**src/rtl/mmio_pkg.sv**
```systemverilog
// Shared address map and UART_CTRL bit layout for the 0x8xxx_xxxx MMIO responder.
package mmio_pkg;

    localparam logic [3:0] MMIO_REGION = 4'h8;

    localparam logic [7:0] UART_CTRL = 8'h00;
    localparam logic [7:0] UART_RX   = 8'h04;
    localparam logic [7:0] UART_TX   = 8'h08;
    localparam logic [7:0] CYCLE_CNT = 8'h10;
    localparam logic [7:0] INSTR_CNT = 8'h14;
    localparam logic [7:0] CNT_CLR   = 8'h18;

    localparam int CTRL_TX_RDY   = 0;
    localparam int CTRL_RX_AVAIL = 1;
    localparam int CTRL_TX_DROP  = 2;
    localparam int CTRL_RX_OVR   = 3;

endpackage

```
**src/rtl/mmio_rx_fifo.sv**
```systemverilog
// Receive FIFO: extra-MSB pointers, full/empty from the MSB compare, no read bypass.
module mmio_rx_fifo #(
    parameter int DEPTH = 8,
    parameter int WIDTH = 8
) (
    input  logic             clk,
    input  logic             rst,
    input  logic             push,
    input  logic [WIDTH-1:0] din,
    input  logic             pop,
    output logic [WIDTH-1:0] dout,
    output logic             full,
    output logic             empty
);

    localparam int AW = $clog2(DEPTH);

    logic [AW:0]      wr_ptr_q, wr_ptr_d;
    logic [AW:0]      rd_ptr_q, rd_ptr_d;
    logic [WIDTH-1:0] mem_q [DEPTH];
    logic             do_push;
    logic             do_pop;

    assign empty = (wr_ptr_q == rd_ptr_q);
    assign full  = (wr_ptr_q[AW] != rd_ptr_q[AW]) && (wr_ptr_q[AW-1:0] == rd_ptr_q[AW-1:0]);

    // A pop frees the slot this cycle, so a push into a full FIFO is accepted alongside it.
    assign do_pop  = pop && !empty;
    assign do_push = push && (!full || do_pop);

    assign wr_ptr_d = wr_ptr_q + (AW+1)'(do_push);
    assign rd_ptr_d = rd_ptr_q + (AW+1)'(do_pop);
    assign dout     = mem_q[rd_ptr_q[AW-1:0]];

    always_ff @(posedge clk or posedge rst) begin
        if (rst) begin
            wr_ptr_q <= '0;
            rd_ptr_q <= '0;
        end else begin
            wr_ptr_q <= wr_ptr_d;
            rd_ptr_q <= rd_ptr_d;
        end
    end

    // NOTE: storage is deliberately not reset; the pointers alone define which entries are valid.
    always_ff @(posedge clk) begin
        if (do_push) begin
            mem_q[wr_ptr_q[AW-1:0]] <= din;
        end
    end

endmodule

```
**src/rtl/uart_mmio_responder.sv**
```systemverilog
// MMIO responder for the 0x8xxx_xxxx region: UART TX holding register, RX FIFO, sticky flags,
// and (when MMIO_COUNTERS_EN is defined) cycle / retired-instruction counters.
module uart_mmio_responder
    import mmio_pkg::*;
#(
    parameter int RX_DEPTH  = 8,
    parameter int CNT_WIDTH = 32
) (
    input  logic        clk,
    input  logic        rst,
    input  logic [31:0] mem_addr,
    input  logic [31:0] mem_wdata,
    input  logic        mem_we,
    input  logic        mem_re,
    output logic [31:0] mem_rdata,
    input  logic        instr_retire,
    output logic [7:0]  tx_data,
    output logic        tx_valid,
    input  logic        tx_ready,
    input  logic [7:0]  rx_data,
    input  logic        rx_valid
);

    logic        hit;
    logic [7:0]  off;
    logic        rd_ctrl, rd_rx, wr_tx;
    logic [7:0]  fifo_dout;
    logic        fifo_full, fifo_empty, pop_fire;

    logic [31:0] mem_rdata_q, mem_rdata_d;
    logic        tx_valid_q, tx_valid_d;
    logic [7:0]  tx_data_q, tx_data_d;
    logic        tx_drop_q, tx_drop_d;
    logic        rx_ovr_q, rx_ovr_d;
    logic [31:0] ctrl_word;
    logic [31:0] cycle_rd, instr_rd;
    logic        unused_bits;

    assign hit      = (mem_addr[31:28] == MMIO_REGION);
    assign off      = mem_addr[7:0];
    assign rd_ctrl  = mem_re && hit && (off == UART_CTRL);
    assign rd_rx    = mem_re && hit && (off == UART_RX);
    assign wr_tx    = mem_we && hit && (off == UART_TX);
    assign pop_fire = rd_rx && !fifo_empty;

    assign unused_bits = ^{mem_addr[27:8], mem_wdata[31:8]};

    mmio_rx_fifo #(
        .DEPTH (RX_DEPTH),
        .WIDTH (8)
    ) u_rx_fifo (
        .clk   (clk),
        .rst   (rst),
        .push  (rx_valid),
        .din   (rx_data),
        .pop   (rd_rx),
        .dout  (fifo_dout),
        .full  (fifo_full),
        .empty (fifo_empty)
    );

`ifdef MMIO_COUNTERS_EN
    localparam logic [CNT_WIDTH-1:0] CNT_ONE = 1;

    logic [CNT_WIDTH-1:0] cycle_q, instr_q;
    logic                 wr_clr;

    assign wr_clr = mem_we && hit && (off == CNT_CLR);

    always_ff @(posedge clk or posedge rst) begin
        if (rst) begin
            cycle_q <= '0;
            instr_q <= '0;
        end else if (wr_clr) begin
            cycle_q <= '0;
            instr_q <= '0;
        end else begin
            cycle_q <= cycle_q + CNT_ONE;
            if (instr_retire) begin
                instr_q <= instr_q + CNT_ONE;
            end
        end
    end

    always_comb begin
        cycle_rd = '0;
        instr_rd = '0;
        cycle_rd[CNT_WIDTH-1:0] = cycle_q;
        instr_rd[CNT_WIDTH-1:0] = instr_q;
    end
`else
    logic unused_retire;

    assign unused_retire = instr_retire;
    assign cycle_rd      = '0;
    assign instr_rd      = '0;
`endif

    always_comb begin
        ctrl_word = '0;
        ctrl_word[CTRL_TX_RDY]   = !tx_valid_q;
        ctrl_word[CTRL_RX_AVAIL] = !fifo_empty;
        ctrl_word[CTRL_TX_DROP]  = tx_drop_q;
        ctrl_word[CTRL_RX_OVR]   = rx_ovr_q;
    end

    // NOTE: every next-state signal gets a default first so no path through the block infers a latch.
    always_comb begin
        mem_rdata_d = mem_rdata_q;
        if (mem_re) begin
            mem_rdata_d = '0;
            if (hit) begin
                case (off)
                    UART_CTRL: mem_rdata_d = ctrl_word;
                    UART_RX:   mem_rdata_d = fifo_empty ? 32'h0 : {24'h0, fifo_dout};
                    CYCLE_CNT: mem_rdata_d = cycle_rd;
                    INSTR_CNT: mem_rdata_d = instr_rd;
                    default:   mem_rdata_d = '0;
                endcase
            end
        end

        // A write landing on the acceptance edge still sees the busy register and is dropped.
        tx_valid_d = tx_valid_q;
        tx_data_d  = tx_data_q;
        if (tx_valid_q && tx_ready) begin
            tx_valid_d = 1'b0;
        end
        if (wr_tx && !tx_valid_q) begin
            tx_valid_d = 1'b1;
            tx_data_d  = mem_wdata[7:0];
        end

        // Set events take priority over a same-cycle clearing read.
        tx_drop_d = (tx_drop_q && !rd_ctrl) || (wr_tx && tx_valid_q);
        rx_ovr_d  = (rx_ovr_q && !rd_ctrl) || (rx_valid && fifo_full && !pop_fire);
    end

    // NOTE: state registers use non-blocking assignments so all of them update from the same pre-edge values.
    always_ff @(posedge clk or posedge rst) begin
        if (rst) begin
            mem_rdata_q <= '0;
            tx_valid_q  <= 1'b0;
            tx_data_q   <= '0;
            tx_drop_q   <= 1'b0;
            rx_ovr_q    <= 1'b0;
        end else begin
            mem_rdata_q <= mem_rdata_d;
            tx_valid_q  <= tx_valid_d;
            tx_data_q   <= tx_data_d;
            tx_drop_q   <= tx_drop_d;
            rx_ovr_q    <= rx_ovr_d;
        end
    end

    assign mem_rdata = mem_rdata_q;
    assign tx_valid  = tx_valid_q;
    assign tx_data   = tx_data_q;

endmodule

```
**config.mk**
```make
export PLATFORM = sky130hd
export DESIGN_NAME = uart_mmio_responder
export DESIGN_NICKNAME = d
export VERILOG_FILES = /design/src/rtl/mmio_pkg.sv /design/src/rtl/mmio_rx_fifo.sv /design/src/rtl/uart_mmio_responder.sv
export SDC_FILE = /design/constraint.sdc
export NUM_CORES = 1
export LEC_CHECK = 0
export CORE_ASPECT_RATIO = 2
export CORE_MARGIN = 5
export CORE_UTILIZATION = 46
export DETAILED_ROUTE_END_ITERATION = 8
export PLACE_DENSITY_LB_ADDON = 0.12
export SLEW_MARGIN = 20
export SYNTH_ARGS = -nofsm -noshare
export SYNTH_HDL_FRONTEND = slang
export SYNTH_SLANG_ARGS = --single-unit
```
**constraint.sdc**
```tcl
create_clock -name clk -period 3.3 [get_ports clk]
set_input_delay 0.825 -clock clk [delete_from_list [all_inputs] [get_ports clk]]
set_output_delay 0.825 -clock clk [all_outputs]
set_load 0.02 [all_outputs]
```
---- After elaboration in Yosys (flattened, before gate mapping) ----
Memories as Yosys holds them, arrays and structs flattened.
Index checks and enable logic that the tools add are counted.
W data, S select, Z words.
storage, ports and cells
  output and inout bits ................... 41
  logic and storage cells ................. 48
  memory bits (writable) .................. 64
  memories ................................ 1
  flip-flop bits (word level) ............. 51
  input bits .............................. 79
cells by class
  multiplexer cells ....................... 7
  add/sub/neg operators ................... 2
  reduce and logical (&&, ||, !) cells .... 25
  equality and inequality tests ........... 6
memory list
  name             words  width  rd ports  clocked after Yosys merged registers in  wr ports  RTL line            RTL
  u_rx_fifo.mem_q  8      8      1         0                                        1         mmio_rx_fifo.sv:20  logic [WIDTH-1:0] mem_q [DEPTH];
operators by type and width
  cell                  number
  $mux W8               2
  $pmux W8 S2           1
  $logic_and A1 B1 Y1   15
  $add A4 B1 Y4         2
  $eq A8 B3 Y1 const B  1
  $eq A8 B4 Y1 const B  1
  $logic_not A8 Y1      1
  $logic_not A1 Y1      5
  $eq A4 B4 Y1          1
  $eq A4 B4 Y1 const B  1
  $mux W1               4
  $eq A3 B3 Y1          1
  $logic_or A1 B1 Y1    3
  $reduce_bool A2 Y1    1
  $ne A1 B1 Y1          1

---- Depth between registers and ports, before layout ----
  depth after elaboration ................. 8
  gate-level depth with buffers ........... 9
  gate-level depth less buffers ........... 7

---- Hierarchy ----
A second synthesis with hierarchy kept.
unflattened totals
  cells, all modules ...................... 231
  area total of the unflattened synthesis .. 3992.6 µm²
by module, submodules not included
  module               times used  area an instance (µm²)  cells each  seq. area each (µm²)
  mmio_rx_fifo         1           2977.9                  144         2122.0
  uart_mmio_responder  1           1014.7                  87          475.5

---- Worst setup path after synthesis ----
No wires, ideal clock.
  path type ............................... in2reg
  start point ............................. in mem_addr[5]
  end point ............................... mem u_rx_fifo.mem_q[3][0], enable pin
  arrival time ............................ 2691 ps
  path buffers ............................ 0
  stages on the path ...................... 4
  data required time ...................... 2917 ps
  slack ................................... 226 ps
  path through ............................ or4_1 nor4_1 o21ai_0 nor3_1
between the ends
  cells in the longest elaborated chain, start to end .. 7
RTL lines
  item                           RTL line                   RTL
  start, declared                uart_mmio_responder.sv:11  input logic [31:0] mem_addr,
  $eq A8 B3 Y1                   uart_mmio_responder.sv:42  assign rd_rx = mem_re && hit && (off == UART_RX);
  $logic_and A1 B1 Y1            uart_mmio_responder.sv:42
  $logic_and A1 B1 Y1            mmio_rx_fifo.sv:28         assign do_pop = pop && !empty;
  $logic_or A1 B1 Y1             mmio_rx_fifo.sv:29         assign do_push = push && (!full || do_pop);
  $logic_and A1 B1 Y1            mmio_rx_fifo.sv:29
  $mux W1                        mmio_rx_fifo.sv:47         if (do_push) begin
  $mux W1 (implied by the code)  mmio_rx_fifo.sv:48         mem_q[wr_ptr_q[AW-1:0]] <= din;
  end, declared                  mmio_rx_fifo.sv:20
Every way passes these cells.

---- Final worst setup path ----
  start point ............................. in mem_addr[5]
  end point ............................... mem u_rx_fifo.mem_q[3][2], enable pin
Same word-level chain as after synthesis.

==> qor.csv <==
metric,value,unit
run status,completed,
final hold slack,0.488,ns
Die Span Y,139,µm
DR DRC count,0,
PostCTS Resize Cnt,0,
min Tclk post-route,2.88,ns
vias in the first global route,2070,
setup TNS,0,ns
first-pass GRT wire length,11.2,mm
"Top FF cell, synth",edfxtp_1,
Hold Crit Depth,1,
Crit. End Element,flip-flop,
Sw Ratio,23.8,%
largest net degree at the start of global routing,28,
total grt overflow,0,
Critical Path Start Type,primary input,
Die X,74.5,µm
Top-Level Pins,120,
P&R area growth vs syn,24.0,%
CTS Buffer Depth,2,
FF-to-FF Start,u_rx_fifo.rd_ptr_q[0]$_DFF_PP0_,
Layout Skew,0.00466,ns
Tot Pwr,2.78,mW
register bit total from synthesis,91,
WL final,7.25,mm
Final Setup Violations,0,
initial antenna violation count,0,
warnings from Yosys,0,
Hold WC Path Type,reg2reg,
Async SR Flop Fraction,29.7,%
CTS tree,built,
final count of hold timing violations,0,
Core Rows,47,
Tot GR Track Use,15.1,%
leak pwr,1.75,nW
Critical Path Fanout Max,8,
RSZ-0062 raised after global routing,false,
die area,10400,µm²
Worst EP required,3.33,ns
CP arrival,2.90,ns
final core utilization,57.7,%
total of max-cap violations,0,
Worst-Skew Late Latency,0.33,ns
internal power,2.12,mW
clock-pin slew on the worst setup and hold paths,0.06,ns
Post-CTS Setup Inserts,0,
DRT iter0 DRCs,130,
H-tree lvl count,3,
Cell Pwr Density,585,nW/µm²
crit share post-route,87.2,%
"EDFF count, synth",64,
via count,2045,
Crit Path Class,in2reg,
Post-Syn Instances,230,
RD Place Congestion,0.695,
peak supply drop,0.000341,V
critical path launch point,mem_addr[5],
worst r2r dst,u_rx_fifo.mem_q[3][2]$_DFFE_PP_,
Max Freq,347,MHz
First-pass DRT Iterations,4,
Initial Util,46.5,%
Flop pwr share,52.0,%
NetSw,0.662,mW
Hold Path Origin,u_rx_fifo.rd_ptr_q[3]$_DFF_PP0_,
clk sinks,91,
wire per inst,18.0,µm
Yosys cell types,35,
n_diodes,0,
reg2reg path depth,6,
max-slew violation count,0,
Clk pwr share,34.9,%
Syn Area/Cell,16.7,µm²
worst reg-to-reg setup slack,1.29,ns
"antenna viol nets, final",0,
Nets,383,
root buf cell,clkbuf_16,
layout cell share with drive strength beyond 1,19.3,%
CTS buffer count,9,
hpwl dp,5.18,mm
Hold Path End,u_rx_fifo.rd_ptr_q[3]$_DFF_PP0_,
cts hold-fix bufs,0,
sequential area share after synthesis,67.8,%
Mapped Area,3830,µm²
Vias per Instance,5.07,
port buffer count,50,
core area,8230,µm²
Combinational Power Share,13.0,%
==> power by group through the flow <==
stage | registers [mW] | clock network (mW) | logic, mW
final | 1.45 | 0.971 | 0.362
after global routing | 1.46 | 1.05 | 0.398
after CTS | 1.45 | 1.01 | 0.372
after detailed placement | 1.47 | 0 | 0.371
after global placement | 1.46 | 0 | 0.363
after floorplan | 1.44 | 0 | 0.250
==> flip-flops by register name, summed over array words and instances (netlist names) <==
| signal | flops |
|---|---|
| u_rx_fifo.mem_q | 64 |
| tx_drop_q | 1 |
| u_rx_fifo.rd_ptr_q | 4 |
| rx_ovr_q | 1 |
| tx_data | 8 |
| u_rx_fifo.wr_ptr_q | 4 |
| mem_rdata | 8 |
| tx_valid | 1 |
==> kinds of logic (layout without fill, tap and decap cells) <==
kind of cell	after synthesis	in the layout	synth area share (%)
flops	91	91	67.8
simple gates	40	40	6.53
buf+inv	38	90	6.14
mux	31	31	13.6
compound gates	17	17	2.68
xor+xnor	8	8	1.83
fa+ha+maj	4	4	1.31
other cells	1	24	0.0979
==> cells in the mapped netlist, types with 5 or more instances <==
library cell   n  area [µm²]
xnor2_1        6        52.6
dfrtp_1       27         676
mux4_2        16         360
nor2b_1        6        37.5
mux2i_1        7        70.1
o21ai_0        5        25.0
buf_4         24         180
inv_1          7        26.3
mux2_2         8        90.1
edfxtp_1      64        1920
nor2_1        10        37.5
==> through the flow <==
stage	setup WS, ns	cells	cell area [µm²]
6_report	0.422	403	4750
5_1_grt	0.324	403	4750
4_1_cts	0.426	403	4750
3_5_place_dp	0.0958	387	4460
3_3_place_gp	0.0787	387	4460
2_1_floorplan	0.226	253	3920
==> how the worst max path moves through the flow <==
stage / cells past startpoint / slack [ns] / endpoint
floorplan: 4 / 0.23 / u_rx_fifo.mem_q[3][0]$_DFFE_PP_
global placement: 7 / 0.08 / u_rx_fifo.mem_q[3][7]$_DFFE_PP_
detailed placement: 7 / 0.1 / u_rx_fifo.mem_q[3][4]$_DFFE_PP_
CTS: 7 / 0.43 / u_rx_fifo.mem_q[3][2]$_DFFE_PP_
global route: 7 / 0.32 / u_rx_fifo.mem_q[3][2]$_DFFE_PP_
finish: 7 / 0.42 / u_rx_fifo.mem_q[3][2]$_DFFE_PP_
==> layout make-up <==
class                      instances  area (µm²)
tap                               98         123
timing repair buffer              67         628
sequential                        91        2600
inverter                           7        26.3
fill                             676        3480
clock inverter                     2        16.3
multi-input combinational        124        1080
clock buffer                      14         275
==> cell usage in the layout (no fill, tap or decap), types with 2 or more instances in the layout <==
| cell | n |
|---|---|
| mux2_2 | 8 |
| xnor2_1 | 6 |
| or4b_1 | 2 |
| or3b_2 | 2 |
| buf_4 | 17 |
| nand3_1 | 4 |
| xor2_1 | 2 |
| a21oi_1 | 4 |
| mux4_2 | 16 |
| o21ai_0 | 5 |
| inv_1 | 7 |
| o21bai_1 | 2 |
| mux2i_1 | 7 |
| edfxtp_1 | 64 |
| clkbuf_16 | 10 |
| nor3_1 | 3 |
| nor2_1 | 10 |
| dfrtp_1 | 27 |
| a22o_1 | 2 |
| nor2b_1 | 6 |
| nand3b_1 | 2 |
| o22ai_1 | 4 |
| ha_1 | 4 |
| nand2_1 | 2 |
| clkbuf_1 | 3 |
| conb_1 | 24 |
| nor4_1 | 2 |
| clkdlybuf4s50_1 | 50 |
==> critical path, stage by stage <==
cell and delay [ns]:
clkdlybuf4s50_1 0.39, or4_1 0.59, nor4_1 0.29, buf_4 0.16, o21ai_0 0.17, nor3_1 0.23, buf_4 0.24
==> routing by layer <==
metal	GRT usage [%]	wire length [µm]	up-vias
met1	16.5	2570	1021
met3	3.41	443	6
li1	-	-	959
met5	0	0	-
met2	26.8	4130	59
met4	6.75	99	0
(Power assumes the default switching activity.)
